==> src/rtl/pipe_hazard_ctrl_if.sv <==
// Hazard-control bundle between the pipeline stage buffers and pipe_hazard_ctrl.
// master = the controller end, slave = the pipeline/buffer end.
interface pipe_hazard_ctrl_if #(
    parameter int CNT_W = 32
);
    logic             MemRead_E;
    logic [4:0]       Rd_E;
    logic [4:0]       Rs1_D;
    logic [4:0]       Rs2_D;
    logic             reg_ren_D;
    logic             redirect_E;
    logic             imem_ack;
    logic             dmem_req_M;
    logic             dmem_ack;
    logic             ebreak_W;
    logic             valid_F;
    logic             valid_D;
    logic             valid_E;
    logic             valid_M;
    logic             bubble_D;
    logic             bubble_E;
    logic             halted;
    logic             mem_err;
    logic [CNT_W-1:0] stall_cycles;

    modport master (
        input  MemRead_E, Rd_E, Rs1_D, Rs2_D, reg_ren_D, redirect_E,
               imem_ack, dmem_req_M, dmem_ack, ebreak_W,
        output valid_F, valid_D, valid_E, valid_M, bubble_D, bubble_E,
               halted, mem_err, stall_cycles
    );

    modport slave (
        output MemRead_E, Rd_E, Rs1_D, Rs2_D, reg_ren_D, redirect_E,
               imem_ack, dmem_req_M, dmem_ack, ebreak_W,
        input  valid_F, valid_D, valid_E, valid_M, bubble_D, bubble_E,
               halted, mem_err, stall_cycles
    );
endinterface

==> src/rtl/pipe_hazard_ctrl.sv <==
// Pipeline hazard controller: stage capture enables, bubble strobes, data-memory
// wait/timeout tracking, ebreak halt and a stall-cycle performance counter.
//
// state    | meaning
// RUN      | normal issue, hazards resolved combinationally
// MEM_WAIT | data access outstanding, pipe frozen, timeout counting
// HALT     | stopped by ebreak, leave only through reset
// ERROR    | data access timed out, leave only through reset
module pipe_hazard_ctrl #(
    parameter int MEM_TIMEOUT = 255,
    parameter int CNT_W       = 32
) (
    input  logic                 clk,
    input  logic                 rst_n,
    pipe_hazard_ctrl_if.master   hz
);

    localparam int TO_W = (MEM_TIMEOUT < 2) ? 1 : $clog2(MEM_TIMEOUT + 1);

    localparam logic [1:0] RUN      = 2'd0;
    localparam logic [1:0] MEM_WAIT = 2'd1;
    localparam logic [1:0] HALT     = 2'd2;
    localparam logic [1:0] ERROR    = 2'd3;

    logic [1:0]      state_q, state_d;
    logic [TO_W-1:0] to_cnt_q, to_cnt_d;
    logic [TO_W-1:0] to_cnt_inc;
    logic [CNT_W-1:0] stall_q, stall_d;

    logic active;
    logic dstall;
    logic lu;
    logic v_f, v_d, v_e, v_m, b_d, b_e;

    assign active = (state_q == RUN) || (state_q == MEM_WAIT);
    assign dstall = hz.dmem_req_M & ~hz.dmem_ack;
    assign lu     = hz.MemRead_E & hz.reg_ren_D & (hz.Rd_E != 5'd0) &
                    ((hz.Rd_E == hz.Rs1_D) | (hz.Rd_E == hz.Rs2_D));

    // rst_n gates the enables so buffers never capture while reset is held
    always_comb begin
        v_f = 1'b0;
        v_d = 1'b0;
        v_e = 1'b0;
        v_m = 1'b0;
        b_d = 1'b0;
        b_e = 1'b0;
        if (rst_n && active) begin
            if (hz.ebreak_W || dstall) begin
                v_f = 1'b0;
            end else if (hz.redirect_E) begin
                {v_f, v_d, v_e, v_m} = 4'b1111;
                b_d = 1'b1;
                b_e = 1'b1;
            end else if (lu) begin
                v_e = 1'b1;
                v_m = 1'b1;
                b_e = 1'b1;
            end else if (!hz.imem_ack) begin
                v_d = 1'b1;
                v_e = 1'b1;
                v_m = 1'b1;
                b_d = 1'b1;
            end else begin
                {v_f, v_d, v_e, v_m} = 4'b1111;
            end
        end
    end

    assign to_cnt_inc = to_cnt_q + TO_W'(1);

    // The counter holds the number of frozen cycles seen so far, including the
    // current one once incremented; reaching MEM_TIMEOUT means the limit is spent.
    always_comb begin
        state_d  = state_q;
        to_cnt_d = to_cnt_q;
        case (state_q)
            RUN: begin
                if (hz.ebreak_W) begin
                    state_d = HALT;
                end else if (dstall) begin
                    state_d  = (MEM_TIMEOUT <= 1) ? ERROR : MEM_WAIT;
                    to_cnt_d = TO_W'(1);
                end
            end
            MEM_WAIT: begin
                if (hz.ebreak_W) begin
                    state_d  = HALT;
                    to_cnt_d = '0;
                end else if (dstall) begin
                    if (to_cnt_inc == TO_W'(MEM_TIMEOUT)) begin
                        state_d = ERROR;
                    end
                    to_cnt_d = to_cnt_inc;
                end else begin
                    state_d  = RUN;
                    to_cnt_d = '0;
                end
            end
            default: begin
                state_d = state_q;
            end
        endcase
    end

    always_comb begin
        stall_d = stall_q;
        if (active && !v_f) begin
            stall_d = stall_q + CNT_W'(1);
        end
    end

    always_ff @(posedge clk or negedge rst_n) begin
        if (!rst_n) begin
            state_q  <= RUN;
            to_cnt_q <= '0;
            stall_q  <= '0;
        end else begin
            state_q  <= state_d;
            to_cnt_q <= to_cnt_d;
            stall_q  <= stall_d;
        end
    end

    assign hz.valid_F      = v_f;
    assign hz.valid_D      = v_d;
    assign hz.valid_E      = v_e;
    assign hz.valid_M      = v_m;
    assign hz.bubble_D     = b_d;
    assign hz.bubble_E     = b_e;
    assign hz.halted       = (state_q == HALT);
    assign hz.mem_err      = (state_q == ERROR);
    assign hz.stall_cycles = stall_q;

endmodule

==> src/flat_wrapper.sv <==
// flat-port wrapper written by rule: the top's interface ports become plain ports
module pipe_hazard_ctrl_flat 
#(
    parameter int MEM_TIMEOUT = 255,
    parameter int CNT_W       = 32
)
  (clk, rst_n, hz_MemRead_E, hz_Rd_E, hz_Rs1_D, hz_Rs2_D, hz_reg_ren_D, hz_redirect_E, hz_imem_ack, hz_dmem_req_M, hz_dmem_ack, hz_ebreak_W, hz_valid_F, hz_valid_D, hz_valid_E, hz_valid_M, hz_bubble_D, hz_bubble_E, hz_halted, hz_mem_err, hz_stall_cycles);
  pipe_hazard_ctrl_if #(.CNT_W(CNT_W)) hz_i ();
  input  logic clk;
  input  logic rst_n;
  input wire logic [$bits(hz_i.MemRead_E)-1:0] hz_MemRead_E;
  input wire logic [$bits(hz_i.Rd_E)-1:0] hz_Rd_E;
  input wire logic [$bits(hz_i.Rs1_D)-1:0] hz_Rs1_D;
  input wire logic [$bits(hz_i.Rs2_D)-1:0] hz_Rs2_D;
  input wire logic [$bits(hz_i.reg_ren_D)-1:0] hz_reg_ren_D;
  input wire logic [$bits(hz_i.redirect_E)-1:0] hz_redirect_E;
  input wire logic [$bits(hz_i.imem_ack)-1:0] hz_imem_ack;
  input wire logic [$bits(hz_i.dmem_req_M)-1:0] hz_dmem_req_M;
  input wire logic [$bits(hz_i.dmem_ack)-1:0] hz_dmem_ack;
  input wire logic [$bits(hz_i.ebreak_W)-1:0] hz_ebreak_W;
  output wire logic [$bits(hz_i.valid_F)-1:0] hz_valid_F;
  output wire logic [$bits(hz_i.valid_D)-1:0] hz_valid_D;
  output wire logic [$bits(hz_i.valid_E)-1:0] hz_valid_E;
  output wire logic [$bits(hz_i.valid_M)-1:0] hz_valid_M;
  output wire logic [$bits(hz_i.bubble_D)-1:0] hz_bubble_D;
  output wire logic [$bits(hz_i.bubble_E)-1:0] hz_bubble_E;
  output wire logic [$bits(hz_i.halted)-1:0] hz_halted;
  output wire logic [$bits(hz_i.mem_err)-1:0] hz_mem_err;
  output wire logic [$bits(hz_i.stall_cycles)-1:0] hz_stall_cycles;
  assign hz_i.MemRead_E = hz_MemRead_E;
  assign hz_i.Rd_E = hz_Rd_E;
  assign hz_i.Rs1_D = hz_Rs1_D;
  assign hz_i.Rs2_D = hz_Rs2_D;
  assign hz_i.reg_ren_D = hz_reg_ren_D;
  assign hz_i.redirect_E = hz_redirect_E;
  assign hz_i.imem_ack = hz_imem_ack;
  assign hz_i.dmem_req_M = hz_dmem_req_M;
  assign hz_i.dmem_ack = hz_dmem_ack;
  assign hz_i.ebreak_W = hz_ebreak_W;
  assign hz_valid_F = hz_i.valid_F;
  assign hz_valid_D = hz_i.valid_D;
  assign hz_valid_E = hz_i.valid_E;
  assign hz_valid_M = hz_i.valid_M;
  assign hz_bubble_D = hz_i.bubble_D;
  assign hz_bubble_E = hz_i.bubble_E;
  assign hz_halted = hz_i.halted;
  assign hz_mem_err = hz_i.mem_err;
  assign hz_stall_cycles = hz_i.stall_cycles;
  pipe_hazard_ctrl #(.MEM_TIMEOUT(MEM_TIMEOUT), .CNT_W(CNT_W)) u_core (.clk(clk), .rst_n(rst_n), .hz(hz_i));
endmodule
==> config.mk <==
export PLATFORM = sky130hd
export DESIGN_NAME = pipe_hazard_ctrl_flat
export DESIGN_NICKNAME = d
export VERILOG_FILES = /design/src/rtl/pipe_hazard_ctrl_if.sv /design/src/rtl/pipe_hazard_ctrl.sv /design/src/flat_wrapper.sv
export SDC_FILE = /design/constraint.sdc
export NUM_CORES = 1
export LEC_CHECK = 0
export ABC_AREA = 0
export BUFFER_PORTS_ARGS = -buffer_cell sky130_fd_sc_hd__buf_2
export CORE_ASPECT_RATIO = 0.8
export CORE_MARGIN = 2
export CORE_UTILIZATION = 50
export CTS_CLUSTER_SIZE = 8
export DETAILED_ROUTE_END_ITERATION = 6
export PLACE_DENSITY = 0.77
export RECOVER_POWER = 50
export SLEW_MARGIN = 20
export SYNTH_ARGS = -nofsm -noshare
export SYNTH_HDL_FRONTEND = slang
export SYNTH_SLANG_ARGS = --single-unit
==> constraint.sdc <==
create_clock -name clk -period 2.66 [get_ports clk]
set_clock_uncertainty 0.2 [all_clocks]
set_input_delay 0.133 -clock clk [delete_from_list [all_inputs] [get_ports clk]]
set_output_delay 0.133 -clock clk [all_outputs]
set_load 0.005 [all_outputs]
# [Word level (Yosys, flattened, before mapping)]
# Cells that the tools add are included.
[word_totals] ff_bits=42 inputBits=24 out_inout_bits=40 word_cells=62
[classes] addsub=2 n_eq_ne=10 muxes=31 n_bitwise=6 reduce_logical=10
[op_table] op="32-bit by 1-bit adder with 32-bit output (second input constant)" n=1
[op_table] op="8-bit 2-to-1 mux" n=4
[op_table] op="1-bit 2-to-1 mux" n=20
[op_table] op="8-bit one-hot mux with 2 select lines" n=1
[op_table] op="5-bit == test" n=2
[op_table] op="2-bit 2-to-1 mux" n=5
[op_table] op="8-bit by 1-bit adder with 8-bit output (second input constant)" n=1
[op_table] op="8-bit == test (second input constant)" n=1
[op_table] op="3-bit AND reduction" n=2
[op_table] op="5-bit nonzero test" n=1
[op_table] op="1-bit bitwise AND" n=4
[op_table] op="2-bit == test (second input constant)" n=2
[op_table] op="4-bit != test (second input constant)" n=1
[op_table] op="2-bit one-hot mux with 2 select lines" n=1
[op_table] op="3-bit by 2-bit != test with 1-bit output (second input constant)" n=1
[op_table] op="2-bit by 1-bit == test with 1-bit output (second input constant)" n=1
[op_table] op="1-bit logical AND" n=2
[op_table] op="2-bit zero test" n=1
[op_table] op="1-bit logical OR" n=2
[op_table] op="2-bit by 1-bit != test with 1-bit output (second input constant)" n=1
[op_table] op="2-bit != test (second input constant)" n=1
[op_table] op="2-bit nonzero test" n=1
[op_table] op="1-bit zero test" n=1
[op_table] op="1-bit NOT" n=1
[op_table] op="1-bit OR" n=1

# [Longest topological paths before layout]
[logic_depth] ltp_word=9 ltp_mapped=8 depth_no_buf=6

# [Worst setup path after synthesis]
# OpenSTA, ideal clock, no wires.
[synth_path] path_type="register -> register" startpoint="register u_core.stall_q[3] (netlist: u_core.hz.stall_cycles[3])" endpoint="register u_core.stall_q[20] (netlist: u_core.hz.stall_cycles[20])" setup_ns=0.079 arrival_ns=1.717 t_required_ns=2.381 setup_slack_ns=0.663 stages_incl_launch_ff=7 n_path_buf=0 synth_period_minus_slack_ns=1.997 cell_sequence="dfrtp_1 -> and4_1 -> and3_4 -> nand2_4 -> or3_4 -> nor4b_4 -> xor2_1"
[synth_between] elab_chain_cells=1
[synth_rtl] element="start: declaration" line="pipe_hazard_ctrl.sv:28" text="logic [CNT_W-1:0] stall_q, stall_d;"
[synth_rtl] element="start signal: assignment" line="pipe_hazard_ctrl.sv:121" text="stall_q <= stall_d;"
[synth_rtl] element="32-bit by 1-bit adder with 32-bit output" line="pipe_hazard_ctrl.sv:109" text="stall_d = stall_q + CNT_W'(1);"
# Every way passes these cells.
# A chain may end at the register's enable or synchronous reset.

# [Worst setup path after layout]
[layout_path] startpoint="register u_core.stall_q[3] (netlist: u_core.hz.stall_cycles[3])" endpoint="register u_core.stall_q[27] (netlist: u_core.hz.stall_cycles[27])"
# The elaborated chain is that of the path after synthesis.

==> summary.txt <==
Placed design
  • Final GP Congestion: 0.8263
  • DP Cell Count: 352
  • Post-DP HPWL: 3731 µm
  • Area of placed instances: 0.002698 mm²
  • PortBufs: 63

Logic synthesis
  • Synth Warn #: 0
  • Seq cells post-synth: 42
  • Mapped Avg Cell Area: 9.892 µm²
  • Async SR Flop Fraction: 100.0%
  • Net Count, Synth: 261
  • Cell area after synthesis: 0.002315 mm²
  • Gate count after technology mapping: 234
  • Most used DFF post-synth: dfrtp_1
  • Post-synth EDFFs: 0
  • Synth unique cells: 38
  • Seq/Total Area, Yosys: 45.41%

GRT
  • Largest net degree at the start of global routing: 43
  • First-pass GRT wire length: 8611 µm
  • Initial antenna violation count: 0
  • Total congestion overflow: 0
  • Vias in the first global route: 1775
  • Tot GR Track Use: 21.10%

Final layout
  • Core Util, Final: 62.61%
  • Number of diodes: 0
  • Fraction of layout cells with a size suffix above 1: 23.43%
  • Synthesis-to-layout area growth: 22.11%
  • FILL cells: 392
  • Final non-filler cell total: 363
  • Finished Cell Area: 0.002826 mm²
  • Final net count: 329

STA
  • RSZ-0062 raised after global routing: false
  • Period Utilization, post-route: 82.85%
  • Setup Viol. Count Final: 0
  • Final min period: 2.204 ns
  • Sum Neg Setup Slack: 0 ns
  • Worst-margin pin slew: 1.021 ns
  • Max Freq: 453.8 MHz
  • Relative slew slack: 31.91%
  • Max-slew violations: 0
  • Final hold vios: 0

Power
  • Peak VDD IR: 0.0003170 V
  • NetSw: 319.6 µW
  • Reg power frac: 51.8%
  • Sw Ratio: 24.43%
  • Total power: 1308 µW
  • Clock share of power: 39.6%
  • Pwr Density: 462.8 mW/mm²
  • Pleak: 0.001307 µW
  • Combinational share of power: 8.7%
  • Internal Pwr Total: 988.5 µW

Critical path
  • Critical Path RT: 2.64 ns
  • Crit Path Max Fanout: 8
  • Startpoint Class: flip-flop
  • Worst setup path endpoint: u_core.hz.stall_cycles[27]
  • Reg2reg setup slack: 0.46 ns
  • Worst Reg-to-Reg Cells: 6
  • RR Endpoint: u_core.hz.stall_cycles[27]
  • Worst r2r src: u_core.hz.stall_cycles[3]
  • Crit path from: u_core.hz.stall_cycles[3]
  • Worst Path Arrival: 2.19 ns
  • Crit path capture type: flip-flop
  • Critical path class: flip-flop to flip-flop

Run status
  • Status: finished, final reports clean

Drt
  • Via count: 1920
  • Via density: 5.289
  • Antenna-violating nets left: 0
  • Initial DRC count: 113
  • WL per Instance: 13.67 µm
  • DRC Markers: 0
  • Routed wire length: 4962 µm
  • DRT Pass-1 Iters: 4

Job
  • Max-cap check violation count: 0

Floorplanning
  • Total I/O pin count: 64
  • Die height: 64.86 µm
  • Die width: 80.07 µm
  • Row count: 22
  • Initial core utilization: 51.27%
  • DIE AREA: 0.005193 mm²
  • CORE AREA: 0.004514 mm²

Clocking
  • Clock Latency Late Sink: 0.30 ns
  • Root Buffer: clkbuf_8
  • CTS tree: done
  • H-tree Lvls: 2
  • CTS Buf Count: 5
  • CTS max path bufs: 2
  • Setup bufs post-CTS: 0
  • Clock net sink count: 42
  • Reg clk slew, reported paths: 0.09 ns

Worst hold path
  • Hold Path Class: primary input to flip-flop
registers in the layout, indices dropped and copies added, names as in the netlist:
register	count
u_core.to_cnt_q	8
u_core.hz.stall_cycles	32
u_core.state_q	2
power by group through the flow:
stage / sequential [µW] / clock (µW) / combinational, µW
after floorplan: 684 / 0 / 51.2
after global placement: 688 / 0 / 109
after detailed placement: 689 / 0 / 112
after CTS: 677 / 522 / 117
after global routing: 680 / 546 / 130
final: 677 / 517 / 114
worst min path at each step:
stage                        from                         to  slack (ns)  cells past startpoint
finish              hz_dmem_req_M          u_core.state_q[1]        0.08                      4
global route        hz_dmem_req_M          u_core.state_q[1]        0.10                      4
CTS                 hz_dmem_req_M          u_core.state_q[1]        0.08                      4
detailed placement          rst_n         u_core.to_cnt_q[2]        0.07                      2
global placement            rst_n         u_core.to_cnt_q[2]        0.08                      2
floorplan                   rst_n  u_core.hz.stall_cycles[0]       -0.36                      0
per-layer routing:
| layer | global-route usage, % | vias up | wire [µm] |
|---|---|---|---|
| met3 | 3.343 | 7 | 205 |
| met5 | 0 | - | 0 |
| met2 | 31.87 | 45 | 2235 |
| met4 | 4.449 | 0 | 53 |
| li1 | - | 959 | - |
| met1 | 32.10 | 909 | 2469 |
cell usage after synthesis (2+ instances only):
cell type | number | area, µm²
a21oi_1 | 3 | 15.01
and2_1 | 4 | 25.02
and3_1 | 10 | 62.56
and4_1 | 3 | 26.28
buf_2 | 4 | 20.02
dfrtp_1 | 42 | 1051
ha_1 | 3 | 37.54
inv_1 | 5 | 18.77
nand2_1 | 23 | 86.33
nand2b_1 | 2 | 12.51
nand3_1 | 20 | 100.1
nand4_1 | 14 | 87.58
nor2_1 | 14 | 52.55
nor2b_1 | 3 | 18.77
nor3_1 | 3 | 15.01
nor4b_1 | 2 | 17.52
nor4b_4 | 2 | 47.55
o21ai_0 | 13 | 65.06
o31ai_1 | 3 | 22.52
xnor2_1 | 36 | 315.3
xor2_1 | 8 | 70.07
per-stage QoR:
step                      hold WS, ns  worst slack, ns
final                         0.07770           0.4562
after global routing           0.1040           0.2602
after global placement        0.08235           0.2909
after floorplan               -0.3626           0.6634
after CTS                     0.08088           0.4621
after detailed placement      0.07285           0.4952
critical path: stages, from the launching register on:
cell and delay, ns:
dfrtp_1 0.44, and4_1 0.27, and3_4 0.23, nand2_4 0.08, nor3_1 0.47, nand4_1 0.21
xnor2_1 0.18
cells by family after synthesis:
family | synth area share [%]
AND/OR/NAND/NOR | 27.41
AO/OA/AOI/OAI | 6.108
XOR/XNOR | 16.65
flip-flops | 45.41
buffers and inverters | 2.324
adder cells (fa/ha/maj) | 1.622
multiplexers | 0.4865
cell type report:
cell class	instances	area (µm²)	area share, %
tap	60	75.07	2.656
inverter	5	18.77	0.6640
multi-input combinational	180	1222	43.25
clock inverter	3	45.04	1.594
sequential	42	1051	37.18
clock buffer	5	68.82	2.435
timing repair buffer	68	345.3	12.22
what timing repair did:
action / CTS / global route
hold buffers: 3 / 0
gates resized for setup: 0 / 0
hold endpoints to repair: 45 / 0
layout by cell type (no fill, tap or decap), types with 4 or more instances in the layout:
master    count
buf_2        53
nor2_1       14
clkbuf_1      9
xnor2_1      36
dfrtp_1      42
nand3_1      20
clkbuf_8      5
nand4_1      14
nand2_1      23
inv_1         5
and2_1        4
and3_1       10
o21ai_0      13
xor2_1        8
Note: power is estimated with default switching activity, not from simulation.
